$ cat src/rtl/imm_pkg.sv
// Shared types for the pipelined immediate generator.
// Mode encodings and a legality helper used by decode and the extender.
package imm_pkg;

    localparam int IMM_SRC_W = 3;

    typedef enum logic [IMM_SRC_W-1:0] {
        IMM_Z8  = 3'b000,
        IMM_Z12 = 3'b001,
        IMM_BR  = 3'b010,
        IMM_ROT = 3'b011,
        IMM_S12 = 3'b100
    } imm_src_e;

    function automatic logic is_legal_src(
        input logic [IMM_SRC_W-1:0] src
    );
        return src <= IMM_S12;
    endfunction

endpackage

$ cat src/rtl/imm_rotator.sv
// ARM rotated imm8: 32-bit rotate right of imm8 by 2*rot4.
// Shifter carry is the result MSB, or carry_in when no rotation.
module imm_rotator (
    input  logic [7:0]  imm8,
    input  logic [3:0]  rot4,
    input  logic        carry_in,
    output logic [31:0] result,
    output logic        carry_out
);

    logic [31:0] word;
    logic [4:0]  amt;

    always_comb begin
        word      = {24'd0, imm8};
        amt       = {rot4, 1'b0};
        // low half of a doubled word shifted right is a rotate
        result    = 32'({word, word} >> amt);
        carry_out = (rot4 == 4'd0) ? carry_in : result[31];
    end

endmodule

$ cat src/rtl/imm_extend_pipe.sv
// Two-stage valid/ready immediate extender with flush and illegal flag.
// S1 holds raw fields; the mode mux sits between S1 and S2.
module imm_extend_pipe
    import imm_pkg::*;
#(
    parameter int DATA_W   = 32,
    parameter int INSTR_W  = 24,
    parameter int BR_SHIFT = 2
) (
    input  logic               clk,
    input  logic               reset_n,
    input  logic               in_valid,
    output logic               in_ready,
    input  logic [INSTR_W-1:0] Instruction,
    input  logic [2:0]         ImmSrc,
    input  logic               carry_in,
    input  logic               flush,
    output logic               out_valid,
    input  logic               out_ready,
    output logic [DATA_W-1:0]  ExtImm,
    output logic               carry_out,
    output logic               illegal
);

    logic               s1_valid_q, s1_valid_d;
    logic [INSTR_W-1:0] s1_instr_q, s1_instr_d;
    logic [2:0]         s1_src_q, s1_src_d;
    logic               s1_cin_q, s1_cin_d;

    logic               s2_valid_q, s2_valid_d;
    logic [DATA_W-1:0]  s2_imm_q, s2_imm_d;
    logic               s2_cout_q, s2_cout_d;
    logic               s2_ill_q, s2_ill_d;

    logic               accept;
    logic               s2_load;
    logic [31:0]        rot_res;
    logic               rot_cout;
    logic [DATA_W-1:0]  imm_mux;
    logic               cout_mux;
    logic               ill_mux;

    logic signed [INSTR_W+BR_SHIFT-1:0] br_raw;
    logic signed [11:0]                 s12_raw;

    imm_rotator u_rot (
        .imm8      (s1_instr_q[7:0]),
        .rot4      (s1_instr_q[11:8]),
        .carry_in  (s1_cin_q),
        .result    (rot_res),
        .carry_out (rot_cout)
    );

    always_comb begin
        s2_load  = s1_valid_q && (!s2_valid_q || out_ready);
        in_ready = !flush && (!s1_valid_q || s2_load);
        accept   = in_valid && in_ready;
    end

    always_comb begin
        br_raw   = {s1_instr_q, {BR_SHIFT{1'b0}}};
        s12_raw  = s1_instr_q[11:0];
        imm_mux  = '0;
        cout_mux = s1_cin_q;
        ill_mux  = !is_legal_src(s1_src_q);
        unique case (s1_src_q)
            IMM_Z8:  imm_mux = DATA_W'(s1_instr_q[7:0]);
            IMM_Z12: imm_mux = DATA_W'(s1_instr_q[11:0]);
            IMM_BR:  imm_mux = DATA_W'(br_raw);
            IMM_ROT: begin
                imm_mux  = DATA_W'(rot_res);
                cout_mux = rot_cout;
            end
            IMM_S12: imm_mux = DATA_W'(s12_raw);
            default: imm_mux = '0;
        endcase
    end

    always_comb begin
        s1_valid_d = s1_valid_q;
        s1_instr_d = s1_instr_q;
        s1_src_d   = s1_src_q;
        s1_cin_d   = s1_cin_q;
        s2_valid_d = s2_valid_q;
        s2_imm_d   = s2_imm_q;
        s2_cout_d  = s2_cout_q;
        s2_ill_d   = s2_ill_q;
        if (accept) begin
            s1_valid_d = 1'b1;
            s1_instr_d = Instruction;
            s1_src_d   = ImmSrc;
            s1_cin_d   = carry_in;
        end else if (s2_load) begin
            s1_valid_d = 1'b0;
        end
        if (s2_load) begin
            s2_valid_d = 1'b1;
            s2_imm_d   = imm_mux;
            s2_cout_d  = cout_mux;
            s2_ill_d   = ill_mux;
        end else if (out_ready) begin
            s2_valid_d = 1'b0;
        end
        // a taken branch kills everything in flight
        if (flush) begin
            s1_valid_d = 1'b0;
            s2_valid_d = 1'b0;
        end
    end

    always_ff @(posedge clk or negedge reset_n) begin
        if (!reset_n) begin
            s1_valid_q <= 1'b0;
            s1_instr_q <= '0;
            s1_src_q   <= '0;
            s1_cin_q   <= 1'b0;
            s2_valid_q <= 1'b0;
            s2_imm_q   <= '0;
            s2_cout_q  <= 1'b0;
            s2_ill_q   <= 1'b0;
        end else begin
            s1_valid_q <= s1_valid_d;
            s1_instr_q <= s1_instr_d;
            s1_src_q   <= s1_src_d;
            s1_cin_q   <= s1_cin_d;
            s2_valid_q <= s2_valid_d;
            s2_imm_q   <= s2_imm_d;
            s2_cout_q  <= s2_cout_d;
            s2_ill_q   <= s2_ill_d;
        end
    end

    always_comb begin
        out_valid = s2_valid_q;
        ExtImm    = s2_imm_q;
        carry_out = s2_cout_q;
        illegal   = s2_ill_q;
    end

endmodule
$ cat config.mk
export PLATFORM = sky130hd
export DESIGN_NAME = imm_extend_pipe
export DESIGN_NICKNAME = d
export VERILOG_FILES = /design/src/rtl/imm_pkg.sv /design/src/rtl/imm_rotator.sv /design/src/rtl/imm_extend_pipe.sv
export SDC_FILE = /design/constraint.sdc
export NUM_CORES = 1
export LEC_CHECK = 0
export BUFFER_PORTS_ARGS = -buffer_cell sky130_fd_sc_hd__buf_4
export CAP_MARGIN = 0
export CORE_UTILIZATION = 35
export CTS_BUF_LIST = sky130_fd_sc_hd__clkbuf_8
export DETAILED_ROUTE_END_ITERATION = 10
export PLACE_DENSITY_LB_ADDON = 0.2
export REMOVE_ABC_BUFFERS = 1
export SETUP_SLACK_MARGIN = 0.5
export SYNTH_ARGS = -nofsm -noshare
export SYNTH_HDL_FRONTEND = slang
export SYNTH_SLANG_ARGS = --single-unit
$ cat constraint.sdc
create_clock -name clk -period 2.21 [get_ports clk]
set_input_delay 0.442 -clock clk [delete_from_list [all_inputs] [get_ports clk]]
set_output_delay 0.442 -clock clk [all_outputs]
set_load 0.005 [all_outputs]
Word level (Yosys, flattened, before mapping). Index checks and enable logic that the tools add are counted.

Bits of input ports: 33. Output and inout bits: 36. Logic and storage cells: 36. Flip-flop bits (word level): 64.

Reductions and logical operators: 13. Equality and inequality tests: 4. Mux-type cells: 9. $lt $le $gt $ge: 1. Shift-type cells: 1.

Operator list (count): $pmux 32 s5 (1); $shr 40x5->32 (1); $mux 1 (8); $eq 3x2->1 const B (2); $reduce_bool 3->1 (2); $logic_not 1->1 (4); $logic_not 4->1 (1); $eq 3x1->1 const B (1); $eq 3x3->1 const B (1); $le 3x3->1 const B (1); $logic_and 1x1->1 (3); $logic_not 3->1 (1); $logic_or 1x1->1 (2).

Logic depth before layout (Yosys ltp). Gate-level depths: netlist of run 1.

Word-level depth: 8. Mapped depth: 6. Depth with buffers taken out: 4.

Hierarchy. Synthesis of run 1 repeated with hierarchy kept, for this count alone.

Cell total of the unflattened synthesis: 378. Area, all modules: 3995.1 µm².

By module, submodules not included: imm_extend_pipe (area each 3311.9 µm², cells each 277, times used 1, sequential area each 1601.5 µm²); imm_rotator (area each 683.2 µm², cells each 101, times used 1, sequential area each 0.0 µm²).

Worst setup path before layout of run 1. No wires, ideal clock.

Path type: input -> register. From: input out_ready. To: register s1_instr_q[10]. Data arrival time: 1.434 ns. Data required time: 2.085 ns. Buffers on the path: 1. Setup slack: 0.651 ns. Library setup time: 0.125 ns. Cell stages on the path: 5. Path through: nor2b_4 a21oi_2 nand2_2 buf_2 mux2_2.

Word-level cells in the longest chain between the ends: 5.

Ends and longest elaborated chain: start: declaration (line imm_extend_pipe.sv:19) `input logic out_ready,`; $logic_or 1x1->1 (line imm_extend_pipe.sv:55) `s2_load = s1_valid_q && (!s2_valid_q || out_ready);`; $logic_and 1x1->1 (line imm_extend_pipe.sv:55); $logic_or 1x1->1 (line imm_extend_pipe.sv:56) `in_ready = !flush && (!s1_valid_q || s2_load);`; $logic_and 1x1->1 (line imm_extend_pipe.sv:56); named net in_ready (line imm_extend_pipe.sv:13) `output logic in_ready,`; $logic_and 1x1->1 (line imm_extend_pipe.sv:57) `accept = in_valid && in_ready;`; end signal: assignment (line imm_extend_pipe.sv:123) `s1_instr_q <= s1_instr_d;`; end: declaration (line imm_extend_pipe.sv:26) `logic [INSTR_W-1:0] s1_instr_q, s1_instr_d;`.

The timed path passes the listed nets, and every way through them passes these cells. A chain may end at the register's enable or synchronous reset.

Final worst setup path of run 1.
From: register s1_src_q[0]. To: register s2_imm_q[20] (netlist: ExtImm[20]).

Word-level cells in the longest chain between the ends: 2. Elaborated cells between the ends (all ways): 6. Those cells by class: 4 x eq/ne; 1 x mux; 1 x reduce/logical.

Ends and longest elaborated chain: start: declaration (line imm_extend_pipe.sv:27) `logic [2:0] s1_src_q, s1_src_d;`; start signal: assignment (line imm_extend_pipe.sv:124) `s1_src_q <= s1_src_d;`; $eq 3x3->1, or another cell as far along (line imm_extend_pipe.sv:66) `unique case (s1_src_q)`; $pmux 32 s5 (*) (line imm_extend_pipe.sv:66); end signal: assignment (line imm_extend_pipe.sv:127) `s2_imm_q <= s2_imm_d;`; end: declaration (line imm_extend_pipe.sv:31) `logic [DATA_W-1:0] s2_imm_q, s2_imm_d;`.

Every way passes the cells marked *; elsewhere a longest branch is shown, timed or not.

==> results of run 1 <==
==> metal layers <==
| metal | vias up | part of all wire |
|---|---|---|
| met4 | 0 | 0.013 |
| li1 | 1368 | - |
| met3 | 11 | 0.039 |
| met5 | - | 0 |
| met1 | 1421 | 0.47 |
| met2 | 76 | 0.48 |
==> critical path, cell delays in order, from the launching register on <==
cell	delay, ns
dfrtp_2	0.48
buf_4	0.19
and4b_1	0.21
buf_4	0.14
nand2_1	0.09
o22ai_1	0.10
a221o_1	0.33
==> where the power goes <==
part	internal [mW]	total, mW	switching (mW)
registers	1.37	1.59	0.214
logic	0.554	1.07	0.518
clock network	0.396	0.870	0.474
==> Yosys cell counts (3+ instances only) <==
library cell | n | share of area
dfrtp_1 | 64 | 0.47
mux2_2 | 29 | 0.097
a21oi_1 | 24 | 0.036
nand2_1 | 21 | 0.023
nor2_1 | 20 | 0.022
buf_2 | 15 | 0.022
a221o_1 | 14 | 0.041
nand3_1 | 10 | 0.015
clkbuf_1 | 8 | 0.0089
mux2i_1 | 8 | 0.024
o21ai_0 | 8 | 0.012
a32oi_1 | 6 | 0.016
nor2b_1 | 6 | 0.011
o221ai_1 | 6 | 0.016
and3_1 | 5 | 0.0092
nand2b_1 | 5 | 0.0092
a221oi_1 | 4 | 0.010
inv_1 | 4 | 0.0044
nand4b_1 | 4 | 0.010
o211ai_1 | 4 | 0.0089
a22o_1 | 3 | 0.0078
nand4_1 | 3 | 0.0055
==> what timing repair did <==
action | 4_1_cts | 5_1_grt
pin swaps | 0 | 1
endpoints found under the setup margin | 17 | 21
resized for setup | 3 | 12
buffers inserted | 0 | 5
==> area by class of cell <==
class,count,area share
repair buffers,90,0.1583
clock buffers,9,0.02850
inverters,5,0.004318
flip-flops and latches,64,0.3696
clock inverters,7,0.009499
well taps,129,0.03713
multi-input cells,224,0.3926
==> cell usage in the layout, fill, tap and decap left out, drive strengths merged, types with 3 or more instances in the layout <==
cell type   n
buf        90
dfrtp      64
mux2       29
a21oi      25
nand2      22
nor2       21
a221o      14
nand3      10
clkbuf      9
o21ai       9
mux2i       9
nor2b       7
inv         7
a32oi       6
o221ai      6
nand2b      5
and3        5
o211ai      4
a221oi      4
nand4b      4
nor4        4
a22o        3
nand4       3
clkinv      3
==> worst max path at each step <==
stage,start,end,slack [ns],cells past startpoint
after detailed placement,s1_instr_q[8]$_DFFE_PN0P_,ExtImm[6]$_DFFE_PN0P_,0.38,4
after floorplan,s1_src_q[0]$_DFFE_PN0P_,ExtImm[26]$_DFFE_PN0P_,-0.14,4
final,s1_src_q[0]$_DFFE_PN0P_,ExtImm[20]$_DFFE_PN0P_,0.55,6
after global placement,s1_instr_q[10]$_DFFE_PN0P_,carry_out$_DFFE_PN0P_,0.43,5
after CTS,s1_instr_q[11]$_DFFE_PN0P_,ExtImm[26]$_DFFE_PN0P_,0.51,4
after global routing,s1_instr_q[8]$_DFFE_PN0P_,ExtImm[6]$_DFFE_PN0P_,0.45,4
==> flip-flops by register name (all words and copies together) (netlist names) <==
register    count
s1_valid_q      1
ExtImm         32
out_valid       1
carry_out       1
s1_cin_q        1
illegal         1
s1_src_q        3
s1_instr_q     24
==> cell families after synthesis <==
| family | after synthesis |
|---|---|
| flops | 64 |
| xor+xnor | 1 |
| compound gates | 88 |
| mux | 38 |
| simple gates | 97 |
| buf+inv | 30 |
==> per-stage QoR <==
| step | TNS, ns | hold slack (ns) | setup WS (ns) | cells |
|---|---|---|---|---|
| floorplan | -1.098 | 0.1464 | -0.1419 | 293 |
| global placement | 0 | 0.4789 | 0.4256 | 507 |
| detailed placement | 0 | 0.4817 | 0.3823 | 507 |
| CTS | 0 | 0.2186 | 0.5084 | 523 |
| global route | 0 | 0.2480 | 0.4477 | 528 |
| finish | 0 | 0.1731 | 0.5510 | 528 |
==> out/qor.csv, run 1 <==
metric,value,unit
status,completed,
clk_lat worst skew,0.35,ns
Fmax,0.6028,GHz
HPWL after DPL,6762,µm
H-tree levels,3,
Reg-to-Reg Start,s1_src_q[0]$_DFFE_PN0P_,
vias in the first global route,2826,
CP Max Fanout,8,
worst flop-to-flop path endpoint,ExtImm[20]$_DFFE_PN0P_,
Die X,100.3,µm
drt wl/cell,18.20,µm
Post-synth top flop,dfrtp_1,
TritonCTS clock tree,built,
Vias/cell,5.447,
# setup viols final,0,
post-route cell area,4347,µm²
share of the yosys chip area belonging to registers,0.4734,
critical path class,reg -> reg,
DIE AREA,10060,µm²
Synth Area in Adders,0,
CP Launch Type,register,
"Reg clk slew, reported paths",0.07,ns
GRT busiest layer,met2,
flop2flop setup slack,0.55,ns
post-synthesis xor/xnor area fraction,0.002589,
actual slew at the worst max-slew pin,0.8072,ns
# IOs,69,
vias,2876,
mux cell area share after synthesis,0.1243,
pin count of the biggest net entering global routing,65,
Post-DRT Antenna Nets,0,
P per Cell Area,811.6,nW/µm²
FP Rows,35,
CP arrival,1.89,ns
"Avg Cell Area, Syn",10.64,µm²
Post-DP Area,4080,µm²
hold crit path type,in -> async,
final worst path period share,0.7507,
Initial DRC Count,209,
compound-cell area share of the yosys netlist,0.1919,
Core ar.,9284,µm²
DR pass1 iterations,4,
Initial Utilization,0.3644,
PortBufs,68,
#FFs+latches synth,64,
Post-Syn Instances,318,
mapped cell area,3383,µm²
Netlist cell types,60,
combinational family with the most area after synthesis,compound AO/OA/AOI/OAI gates,
Pleak,1.931,nW
fillers,927,
min Tclk post-route,1.659,ns
CTS Hold Bufs,0,
Final Util,0.4682,
max cap viols,0,
# DRC,0,
met3 usage,0.03343,
required time worst endpoint,2.44,ns
RSZ-0062 raised after global routing,yes,
register area,1607,µm²
Worst Reg-to-Reg Cells,6,
grt met1 use,0.2673,
CTS Buf Count,9,
CP endpoint kind,register,
Die H,100.3,µm
Fin. Hold Viols,0,
clock root cell,clkbuf_8,
fraction of layout instances using a drive strength above 1,0.3960,
GRT overflow,0,
TritonCTS sink count,64,
ANT cells,0,
ys async rst share,1.000,
YS warnings,0,
initial antenna violation count,0,
grt met2 use,0.3261,
number of enable flip-flop cells after synthesis,0,
nets,427,
GRT Overall Usage,0.2001,
first-pass GRT wire length,15130,µm
Slew Limit Headroom,0.4619,
Final Max Slew Viols,0,
Power Total,3.528,mW
Final GP Congestion,0.8788,
Layout area overhead,28.48,%
footprint of the multi-input gates,1707,µm²
Worst VDD drop,0.2886,mV
DRT Wirelength,9610,µm
CTS max path bufs,2,
simple-gate area share of the yosys netlist,0.1668,
worst clock skew,0.01197,ns
Note: power is estimated with default switching activity, not from simulation.
==> run 2: changes to the inputs <==
ABC_AREA = 1   (was default)
clock period = 1.4 ns   (was 2.21 ns; I/O delays follow)
==> out/qor.csv, run 2 <==
metric,value,unit
status,"finished, violations left",
failing checks,setup timing,
CP Launch Type,register,
Commonest cells post-synth,"nand2_1 (217), dfrtp_1 (64), nand3_1 (50), nor2_1 (42), inv_1 (32)",
"commonest non-fill, non-tap cell in the layout",nand2_1,
min Tclk post-route,1.442,ns
vias,3830,
ys async rst share,1.000,
"Avg Cell Area, Syn",7.050,µm²
Post-DP Area,4415,µm²
HPWL after DPL,7374,µm
Clk pwr share,0.284,
FP Rows,36,
CP Max Fanout,2,
DIE AREA,10500,µm²
Slew Limit Headroom,0.6914,
"commonest cells after routing, fill and taps aside","nand2_1 (170), buf_4 (88), dfrtp_1 (60)",
vias in the first global route,3549,
nets,687,
Post-DRT Antenna Nets,0,
PortBufs,68,
Pleak,3.184,nW
Post-synth top flop,dfrtp_1,
Initial DRC Count,221,
part of the power in registers,0.342,
#FFs+latches synth,64,
number of enable flip-flop cells after synthesis,0,
fillers,840,
register area,1607,µm²
switch share,0.3307,
Vias/cell,4.836,
fraction of layout instances using a drive strength above 1,0.5023,
Worst VDD drop,0.4954,mV
# IOs,69,
fin worst setup slack,-0.04184,ns
Die H,102.5,µm
share of the synthesized area in the top cell type,0.4534,
footprint of the multi-input gates,2298,µm²
Core ar.,9774,µm²
CTS Buf Count,9,
RSZ-0062 raised after global routing,yes,
Final GP Congestion,0.9244,
clk_lat worst skew,0.36,ns
required time worst endpoint,1.12,ns
max cap viols,0,
"Reg clk slew, reported paths",0.08,ns
Initial Utilization,0.3614,
TritonCTS clock tree,built,
post-route cell area,6290,µm²
P per Cell Area,1121,nW/µm²
internal power,4.719,mW
CP arrival,1.16,ns
share of the yosys chip area belonging to registers,0.4534,
GRT Overall Usage,0.2339,
DRT Wirelength,12140,µm
mapped cell area,3532,µm²
TritonCTS sink count,64,
GRT overflow,0,
DR pass1 iterations,4,
TNS Setup,-0.1978,ns
first-pass GRT wire length,18340,µm
CP endpoint kind,primary output,
Die X,102.5,µm
Netlist cell types,28,
CTS max path bufs,2,
clock root cell,clkbuf_8,
Final Max Slew Viols,0,
most area-hungry cell type in the Yosys netlist,dfrtp_1,
Post-Syn Instances,501,
most common cell in the netlist,nand2_1,
actual slew at the worst max-slew pin,0.4629,ns
ANT cells,0,
hold crit path type,in -> reg,
final worst path period share,1.030,
YS warnings,0,
sw power,2.332,mW
combinational cell fraction of total power,0.374,
# DRC,0,
initial antenna violation count,0,
top post-synthesis cells by area,"dfrtp_1 (45%), nand2_1 (23%), nand3_1 (7.1%), nor2_1 (4.5%), inv_1 (3.4%)",
critical path class,reg -> out,
Fin. Hold Viols,0,
Fmax,0.6936,GHz
# setup viols final,12,
pin count of the biggest net entering global routing,65,
max reg flops,32,
worst clock skew,0.01164,ns
Layout area overhead,78.07,%
drt wl/cell,15.33,µm
H-tree levels,3,
-- run 2: cell count changes after synthesis, moves of 14 or more --
cell and change:
mux2_2 -29, inv_1 +28, nand2_1 +196, nor2_1 +22, nand3_1 +40, a221o_1 -14
-- run 2: critical path, stage by stage (launching register included) --
cell	delay, ns
dfrtp_1	0.41
inv_2	0.05
o21ai_1	0.13
inv_1	0.09
buf_6	0.12
-- run 2: routing by layer --
metal  global-route usage  vias up  wire (µm)
li1                     -     1890          -
met1               0.3429     1833       5625
met2               0.3446       96       5842
met3              0.03215       11        515
met4              0.09451        0        158
met5                    0        -          0
-- run 2: metrics by stage --
| step | utilization | instances | setup slack (ns) | hold slack (ns) | power (mW) |
|---|---|---|---|---|---|
| after CTS | 0.5460 | 767 | 0.01258 | 0.06381 | 6.503 |
| final | 0.6435 | 792 | -0.04184 | 0.08377 | 7.051 |
| after floorplan | - | 474 | -0.4858 | -0.01559 | 3.099 |
| after detailed placement | 0.4517 | 717 | -0.1992 | 0.3086 | 4.011 |
| after global routing | 0.6435 | 792 | -0.1149 | 0.07177 | 7.427 |
| after global placement | 0.4517 | 717 | -0.2638 | 0.3010 | 4.009 |
-- run 2: worst paths after layout --
| kind | end | from | cells after the start | slack, ns |
|---|---|---|---|---|
| hold / removal | out_valid$_DFFE_PN0P_ | flush | 2 | 0.08 |
| setup / recovery | in_ready | s1_valid_q$_DFFE_PN0P_ | 4 | -0.04 |
| hold reg to reg | s1_instr_q[12]$_DFFE_PN0P_ | s1_instr_q[12]$_DFFE_PN0P_ | 2 | 0.49 |
| setup reg to reg | ExtImm[12]$_DFFE_PN0P_ | s1_src_q[0]$_DFFE_PN0P_ | 9 | -0.03 |
| max in group asynchronous | s1_src_q[1]$_DFFE_PN0P_ | reset_n | 3 | 0.60 |
| min in group asynchronous | ExtImm[21]$_DFFE_PN0P_ | reset_n | 3 | 0.43 |
-- run 2: final cells by class --
| class | instances | area share |
|---|---|---|
| clock inverters | 6 | 0.01711 |
| clock buffers | 10 | 0.02188 |
| multi-input cells | 375 | 0.3654 |
| inverters | 35 | 0.02685 |
| flip-flops and latches | 64 | 0.2554 |
| well taps | 133 | 0.02646 |
| repair buffers | 169 | 0.2869 |
-- run 2: timing repair --
item / in CTS / in global routing
endpoints found under the setup margin: 99 / 100
cloned: 5 / 6
hold buffers: 1 / 0
resized for setup: 100 / 181
setup buffers: 28 / 19
pin swaps: 4 / 53
endpoints found under the hold margin: 64 / 0
-- run 2: power groups by stage --
stage	sequential, mW	combinational (mW)	clock (mW)
floorplan	2.38	0.724	0
global placement	2.36	1.65	0
detailed placement	2.37	1.65	0
CTS	2.37	2.11	2.02
global route	2.45	2.87	2.11
finish	2.41	2.64	2.00
-- run 2: kinds of logic (layout without fill, tap and decap cells) --
group / count (synthesis) / in the layout / synth area share
AOI/OAI and AO/OA: 50 / 50 / 0.07545
buffers and inverters: 62 / 220 / 0.08643
DFF: 64 / 64 / 0.4534
and+or+nand+nor: 325 / 325 / 0.3847
